==> src/rtl/vga_sync_gen_pkg.sv <==
// Shared VGA timing constants, scan-position type and helpers for the sync generator
// and the sprite stages that bounds-check against H_DISPLAY/V_DISPLAY.
package vga_sync_gen_pkg;

  localparam int unsigned CNT_W       = 10;
  localparam int unsigned FRAME_CNT_W = 8;

  localparam int unsigned H_DISPLAY_DEF = 640;
  localparam int unsigned H_FRONT_DEF   = 16;
  localparam int unsigned H_RETRACE_DEF = 96;
  localparam int unsigned H_BACK_DEF    = 48;

  localparam int unsigned V_DISPLAY_DEF = 480;
  localparam int unsigned V_FRONT_DEF   = 10;
  localparam int unsigned V_RETRACE_DEF = 2;
  localparam int unsigned V_BACK_DEF    = 33;

  localparam int unsigned PIX_DIV_DEF = 2;

  // Total line or frame length from its display/front/retrace/back components.
  function automatic int unsigned scan_total(input int unsigned disp, input int unsigned front,
                                             input int unsigned retrace, input int unsigned back);
    return disp + front + retrace + back;
  endfunction

  localparam int unsigned H_TOTAL_DEF =
    scan_total(H_DISPLAY_DEF, H_FRONT_DEF, H_RETRACE_DEF, H_BACK_DEF);
  localparam int unsigned V_TOTAL_DEF =
    scan_total(V_DISPLAY_DEF, V_FRONT_DEF, V_RETRACE_DEF, V_BACK_DEF);

  typedef struct packed {
    logic [CNT_W-1:0] x;
    logic [CNT_W-1:0] y;
  } scan_pos_t;

endpackage

==> src/rtl/vga_sync_gen_pixel_div.sv <==
// Pixel-clock divider: mod-PIX_DIV counter whose terminal count is the one-clk pixel tick.
module vga_pixel_div #(
  parameter int unsigned PIX_DIV = 2
) (
  input  logic clk,
  input  logic reset,
  output logic o_p_tick
);

  localparam int unsigned DIV_W = (PIX_DIV > 1) ? $clog2(PIX_DIV) : 1;

  if (PIX_DIV == 1) begin : g_no_div
    // Every clock is a pixel clock, including while reset is held.
    assign o_p_tick = 1'b1;
  end else begin : g_div
    localparam logic [DIV_W-1:0] DIV_LAST = DIV_W'(PIX_DIV - 1);

    logic [DIV_W-1:0] r_div_cnt;

    // NOTE: state registers use non-blocking assignment so every flop samples pre-edge values.
    always_ff @(posedge clk or negedge reset) begin
      if (!reset) begin
        r_div_cnt <= '0;
      end else if (r_div_cnt == DIV_LAST) begin
        r_div_cnt <= '0;
      end else begin
        r_div_cnt <= r_div_cnt + DIV_W'(1);
      end
    end

    assign o_p_tick = (r_div_cnt == DIV_LAST);
  end

endmodule

==> src/rtl/vga_sync_gen.sv <==
// VGA scan timing: pixel tick, h/v scan counters, registered syncs, video_on and refr_tick.
// Build option VGA_FRAME_CNT_EN adds an 8-bit frame counter output (frame_cnt).
module vga_sync_gen
  import vga_sync_gen_pkg::*;
#(
  parameter int unsigned H_DISPLAY = H_DISPLAY_DEF,
  parameter int unsigned H_FRONT   = H_FRONT_DEF,
  parameter int unsigned H_RETRACE = H_RETRACE_DEF,
  parameter int unsigned H_BACK    = H_BACK_DEF,
  parameter int unsigned V_DISPLAY = V_DISPLAY_DEF,
  parameter int unsigned V_FRONT   = V_FRONT_DEF,
  parameter int unsigned V_RETRACE = V_RETRACE_DEF,
  parameter int unsigned V_BACK    = V_BACK_DEF,
  parameter int unsigned PIX_DIV   = PIX_DIV_DEF
) (
  input  logic             clk,
  input  logic             reset,
  output logic             hsync,
  output logic             vsync,
  output logic             video_on,
  output logic             p_tick,
  output logic [CNT_W-1:0] pix_x,
  output logic [CNT_W-1:0] pix_y,
  output logic             refr_tick
`ifdef VGA_FRAME_CNT_EN
  ,
  output logic [FRAME_CNT_W-1:0] frame_cnt
`endif
);

  localparam int unsigned H_TOTAL = scan_total(H_DISPLAY, H_FRONT, H_RETRACE, H_BACK);
  localparam int unsigned V_TOTAL = scan_total(V_DISPLAY, V_FRONT, V_RETRACE, V_BACK);

  localparam logic [CNT_W-1:0] H_LAST     = CNT_W'(H_TOTAL - 1);
  localparam logic [CNT_W-1:0] V_LAST     = CNT_W'(V_TOTAL - 1);
  localparam logic [CNT_W-1:0] H_VIS      = CNT_W'(H_DISPLAY);
  localparam logic [CNT_W-1:0] V_VIS      = CNT_W'(V_DISPLAY);
  localparam logic [CNT_W-1:0] HS_FIRST   = CNT_W'(H_DISPLAY + H_FRONT);
  localparam logic [CNT_W-1:0] HS_LAST    = CNT_W'(H_DISPLAY + H_FRONT + H_RETRACE - 1);
  localparam logic [CNT_W-1:0] VS_FIRST   = CNT_W'(V_DISPLAY + V_FRONT);
  localparam logic [CNT_W-1:0] VS_LAST    = CNT_W'(V_DISPLAY + V_FRONT + V_RETRACE - 1);
  localparam logic [CNT_W-1:0] REFR_LINE  = CNT_W'(V_DISPLAY + 1);

  logic      w_p_tick;
  logic      w_h_end;
  logic      w_v_end;
  logic      w_refr_tick;
  scan_pos_t w_pos_next;
  scan_pos_t r_pos;
  logic      r_hsync;
  logic      r_vsync;

  vga_pixel_div #(
    .PIX_DIV (PIX_DIV)
  ) u_pixel_div (
    .clk      (clk),
    .reset    (reset),
    .o_p_tick (w_p_tick)
  );

  assign w_h_end = (r_pos.x == H_LAST);
  assign w_v_end = (r_pos.y == V_LAST);

  // NOTE: every always_comb output gets a default first, so no path can infer a latch.
  always_comb begin
    w_pos_next = r_pos;
    if (w_p_tick) begin
      if (w_h_end) begin
        w_pos_next.x = '0;
        w_pos_next.y = w_v_end ? '0 : r_pos.y + CNT_W'(1);
      end else begin
        w_pos_next.x = r_pos.x + CNT_W'(1);
      end
    end
  end

  // Syncs decode the next position so they change on the same edge as pix_x/pix_y.
  always_ff @(posedge clk or negedge reset) begin
    if (!reset) begin
      r_pos   <= '0;
      r_hsync <= 1'b1;
      r_vsync <= 1'b1;
    end else begin
      r_pos   <= w_pos_next;
      r_hsync <= ~((w_pos_next.x >= HS_FIRST) && (w_pos_next.x <= HS_LAST));
      r_vsync <= ~((w_pos_next.y >= VS_FIRST) && (w_pos_next.y <= VS_LAST));
    end
  end

  assign w_refr_tick = w_p_tick && (r_pos.x == '0) && (r_pos.y == REFR_LINE);

  assign hsync     = r_hsync;
  assign vsync     = r_vsync;
  assign pix_x     = r_pos.x;
  assign pix_y     = r_pos.y;
  assign p_tick    = w_p_tick;
  assign refr_tick = w_refr_tick;
  assign video_on  = (r_pos.x < H_VIS) && (r_pos.y < V_VIS);

`ifdef VGA_FRAME_CNT_EN
  logic [FRAME_CNT_W-1:0] r_frame_cnt;

  always_ff @(posedge clk or negedge reset) begin
    if (!reset) begin
      r_frame_cnt <= '0;
    end else if (w_refr_tick) begin
      r_frame_cnt <= r_frame_cnt + FRAME_CNT_W'(1);
    end
  end

  assign frame_cnt = r_frame_cnt;
`endif

endmodule

==> config.mk <==
export PLATFORM = sky130hd
export DESIGN_NAME = vga_sync_gen
export DESIGN_NICKNAME = d
export VERILOG_FILES = /design/src/rtl/vga_sync_gen_pkg.sv /design/src/rtl/vga_sync_gen_pixel_div.sv /design/src/rtl/vga_sync_gen.sv
export SDC_FILE = /design/constraint.sdc
export NUM_CORES = 1
export LEC_CHECK = 0
export ABC_AREA = 1
export ABC_CLOCK_PERIOD_IN_PS = 2100
export CAP_MARGIN = 20
export CORE_MARGIN = 5
export CORE_UTILIZATION = 45
export DETAILED_ROUTE_END_ITERATION = 8
export PLACE_DENSITY_LB_ADDON = 0.2
export SYNTH_ARGS = -nofsm -noshare
export SYNTH_HDL_FRONTEND = slang
export SYNTH_SLANG_ARGS = --single-unit
==> constraint.sdc <==
create_clock -name clk -period 2.1 [get_ports clk]
set_clock_uncertainty 0.05 [all_clocks]
set_input_delay 0.315 -clock clk [delete_from_list [all_inputs] [get_ports clk]]
set_output_delay 0.315 -clock clk [all_outputs]
set_load 0.02 [all_outputs]
Word level (Yosys, flattened, before mapping)
Index checks and enable logic that the tools add are counted.

operators by class
  add/subtract/negate cells = 3
  order comparisons = 6
  eq/ne operators = 3
  mux-type cells = 5
  bitwise operators = 2
  reductions and logical operators = 6

operator list
  cell                   count
  $mux 10                3
  $add 10x1->10 const B  2
  $eq 10x10->1 const B   2
  $mux 20                1
  $eq 10x9->1 const B    1
  $ge 10x10->1 const B   1
  $ge 10x9->1 const B    1
  $le 10x10->1 const B   1
  $le 10x9->1 const B    1
  $logic_not 10->1       1
  $lt 10x10->1 const B   1
  $lt 10x9->1 const B    1
  $logic_and 1x1->1      5
  $not 1->1              2
  $add 1x1->1 const B    1
  $mux 1                 1

storage, ports and cells
  register bits = 23
  word-level logic and storage cells = 30

Depth between registers and ports, before layout
  word-level depth = 7
  depth in mapped cells = 12

Cells and area by module
A second synthesis with hierarchy kept.

unflattened totals
  cells, all modules = 199
  area, all modules = 1461.4 µm²

modules (own cells, without submodules)
  module         instances  cells an instance  area an instance (µm²)
  vga_sync_gen   1          197                1432.6
  vga_pixel_div  1          2                  28.8

Least setup slack after synthesis
OpenSTA, ideal clock, no wires.

  path type = flip-flop to output port
  from = reg u_pixel_div.g_div.r_div_cnt, in the netlist u_pixel_div.o_p_tick
  to = out refr_tick
  arrival time = 1.576 ns
  path slack = 0.159 ns
  stages on the path, launching flop included = 6
  buffers on the path = 1
  cell sequence = dfrtp_1 buf_4 inv_1 nor4_1 nand3_1 nor4_1

on the way
  cells in the longest elaborated chain, start to end = 2

ends and longest elaborated chain
  what                             line                          RTL
  start, declared                  vga_sync_gen_pixel_div.sv:18  logic [DIV_W-1:0] r_div_cnt;
  start signal, assigned           vga_sync_gen_pixel_div.sv:27  r_div_cnt <= r_div_cnt + DIV_W'(1);
  $logic_and 1x1->1 (2 in series)  vga_sync_gen.sv:90            assign w_refr_tick = w_p_tick && (r_pos.x == '0) && (r_pos.y == REFR_LINE);
  end, declared                    vga_sync_gen.sv:24            output logic refr_tick

No other way between the ends.

Final worst setup path
  from = reg u_pixel_div.g_div.r_div_cnt, in the netlist u_pixel_div.o_p_tick
  to = out p_tick

RTL lines
  what           line                RTL
  end, declared  vga_sync_gen.sv:21  output logic p_tick,

No word-level cell between the ends.

==> impl_metrics.json <==
{
  "synthDistinctLibCells": 27,
  "fin_area_mm2": 0.00203,
  "p_leak_nw": 1.01,
  "antenna_found_initial": 0,
  "synth_nets": 210,
  "dieArea_mm2": 0.00457,
  "antenna_cells": 0,
  "grt_pass1_vias": 1372,
  "crit_path_start_kind": "flip-flop",
  "endpoint_kind": "output port",
  "yosysTopAreaCell": "dfrtp_1",
  "tightest_slew_ps": 313,
  "synth_area_mm2": 0.00149,
  "placed_cells": 298,
  "cp.arrival_ps": 1580,
  "holdCritPathClass": "in2async",
  "clk_path_buf_depth": 2,
  "cp_max_fo": 18,
  "numCtsBuffers": 3,
  "clk_pin_slew_ps": 140,
  "post-route-period-util": 0.926,
  "setup_viol": 0,
  "drive_above_1_share": 0.203,
  "area_growth_pct": 35.7,
  "dr.pass1.iters": 4,
  "internal_power_mw": 0.520,
  "viasPerCell": 4.83,
  "drv_slew": 0,
  "timing.rr.start": "pix_x[0]$_DFF_PN0_",
  "power_switching_share": 0.229,
  "drc": 0,
  "yosysWarnings": 0,
  "grt-ovfl-total": 0,
  "pre_cts_ws_ps": 40.4,
  "power.switching_mw": 0.155,
  "min_period_ps": 1940,
  "ys_seq_area_frac": 0.387,
  "rsz0062_at_grt": "false",
  "r2r_cells": 11,
  "drt_wl_total_um": 3780,
  "status": "finished clean",
  "std_cell_rows": 21,
  "hold_viol": 0,
  "numClockSinks": 23,
  "layout.cells.non_filler": 302,
  "num_io_pins": 27,
  "antenna_left": 0,
  "dpl.hpwl_um": 2900,
  "finalNetCount": 264,
  "chipWidth_um": 67.6,
  "grt_usage": 0.186,
  "clockPowerShare": 0.326,
  "max_freq_mhz": 514,
  "wl_per_cell_um": 12.5,
  "grt_max_degree": 24,
  "num_vias": 1460,
  "r2r-end": "vsync$_DFF_PN1_",
  "slew-limit-headroom": 0.791,
  "fin_ws_ps": 156,
  "r2r_slack_ps": 260,
  "netlist_instances": 203,
  "core_mm2": 0.00328,
  "start_util": 0.454,
  "h-tree-depth": 1,
  "finalSetupTns_ps": 0,
  "grt_pass1_wl_um": 6400,
  "fin_hold_ws_ps": 286,
  "yosysTopAreaCellShare": 0.352,
  "cp.required_ps": 1740,
  "ir_drop_mv": 0.222,
  "dr.first_iter.drc_count": 75,
  "cts_setup_buffers": 0,
  "cts-root-buf": "clkbuf_4",
  "ys_ff_latch": 23,
  "portBuffers": 26,
  "p_comb_frac": 0.018,
  "place_congestion": 0.873,
  "p_seq_frac": 0.656,
  "drv_cap": 0,
  "tritoncts": "done",
  "clock_latency_ps": 320,
  "placedInstanceArea_mm2": 0.00200,
  "synthTopCellsByArea": "dfrtp_1, nand2_1, inv_1",
  "die-height_um": 67.6,
  "powerDensity_mw_per_mm2": 333,
  "path_class": "reg2out",
  "avgSynthCellArea_um2": 7.35
}
[synthesized netlist by cell type (all sizes together)]
cell	instances
clkbuf	1
xnor2	1
a21oi	3
dfrtp	21
nor2	23
dfstp	2
o21bai	2
nor4	3
nand2	51
o21ai	15
nand3	21
ha	5
buf	2
or2	1
nand4	10
nor3	4
inv	38
[critical path, stage by stage, from the launching register on]
cell and delay [ps]:
dfrtp_1 370, buf_4 240, clkdlybuf4s50_1 640
[kinds of logic (layout without fill, tap and decap cells)]
logic type | Yosys count | after routing | synth area share
AND/OR/NAND/NOR | 113 | 113 | 0.376
buffers and inverters | 41 | 94 | 0.111
flip-flops | 23 | 23 | 0.387
AO/OA/AOI/OAI | 20 | 20 | 0.0780
adder cells (fa/ha/maj) | 5 | 5 | 0.0419
XOR/XNOR | 1 | 1 | 0.00587
[registers in the layout, summed over array words and instances, names as in the netlist]
name / cells
hsync: 1
pix_x: 10
vsync: 1
u_pixel_div.o_p_tick: 1
pix_y: 10
[cell usage in the layout (no fill, tap or decap), types with 5 or more instances in the layout]
| master | Yosys | final |
|---|---|---|
| buf_4 | 1 | 25 |
| ha_1 | 5 | 5 |
| dfrtp_1 | 21 | 21 |
| o21ai_0 | 10 | 10 |
| nand3_1 | 16 | 16 |
| nand2_1 | 50 | 50 |
| nand4_1 | 9 | 9 |
| nor2_1 | 16 | 16 |
| inv_1 | 37 | 36 |
| clkdlybuf4s50_1 | 0 | 24 |
[what timing repair did]
action,4_1_cts,5_1_grt
endpoints found under the hold margin,0,0
setup endpoints to repair,2,3
gates resized for setup,5,6
hold buffers,0,0
[per-stage QoR]
| stage | power, mW | util |
|---|---|---|
| after floorplan | 0.451 | - |
| after global placement | 0.464 | 0.608 |
| after detailed placement | 0.464 | 0.608 |
| after CTS | 0.682 | 0.616 |
| after global routing | 0.695 | 0.617 |
| final | 0.675 | 0.617 |
[worst max-delay path by stage]
stage                                    from              end  depth (start not counted)
6_report       u_pixel_div.o_p_tick$_DFF_PN0_           p_tick                          2
5_1_grt                    pix_y[0]$_DFF_PN0_  vsync$_DFF_PN1_                         12
4_1_cts                    pix_x[0]$_DFF_PN0_        refr_tick                          5
3_5_place_dp               pix_x[0]$_DFF_PN0_        refr_tick                          5
3_3_place_gp               pix_x[0]$_DFF_PN0_        refr_tick                          5
2_1_floorplan  u_pixel_div.o_p_tick$_DFF_PN0_        refr_tick                          5
[metal layers]
metal	vias up	wire, um	track usage
met5	-	0	0
met4	0	38	0.0532
met3	4	175	0.0250
met2	39	1680	0.294
met1	666	1890	0.264
li1	751	-	-
[layout make-up]
class	instances	area, um2
Sequential cell	23	578
Tap cell	46	57.6
Timing Repair Buffer	52	458
Fill cell	308	1260
Multi-Input combinational cell	139	763
Inverter	38	143
Clock buffer	4	26.3
[power groups by stage]
| stage | clock network [mW] | registers, mW | logic (mW) |
|---|---|---|---|
| final | 0.220 | 0.443 | 0.0119 |
| after global routing | 0.238 | 0.443 | 0.0138 |
| after CTS | 0.226 | 0.443 | 0.0128 |
| after detailed placement | 0 | 0.451 | 0.0128 |
| after global placement | 0 | 0.451 | 0.0126 |
| after floorplan | 0 | 0.451 | 0.000000474 |
Power figures use the tool's default switching activity.
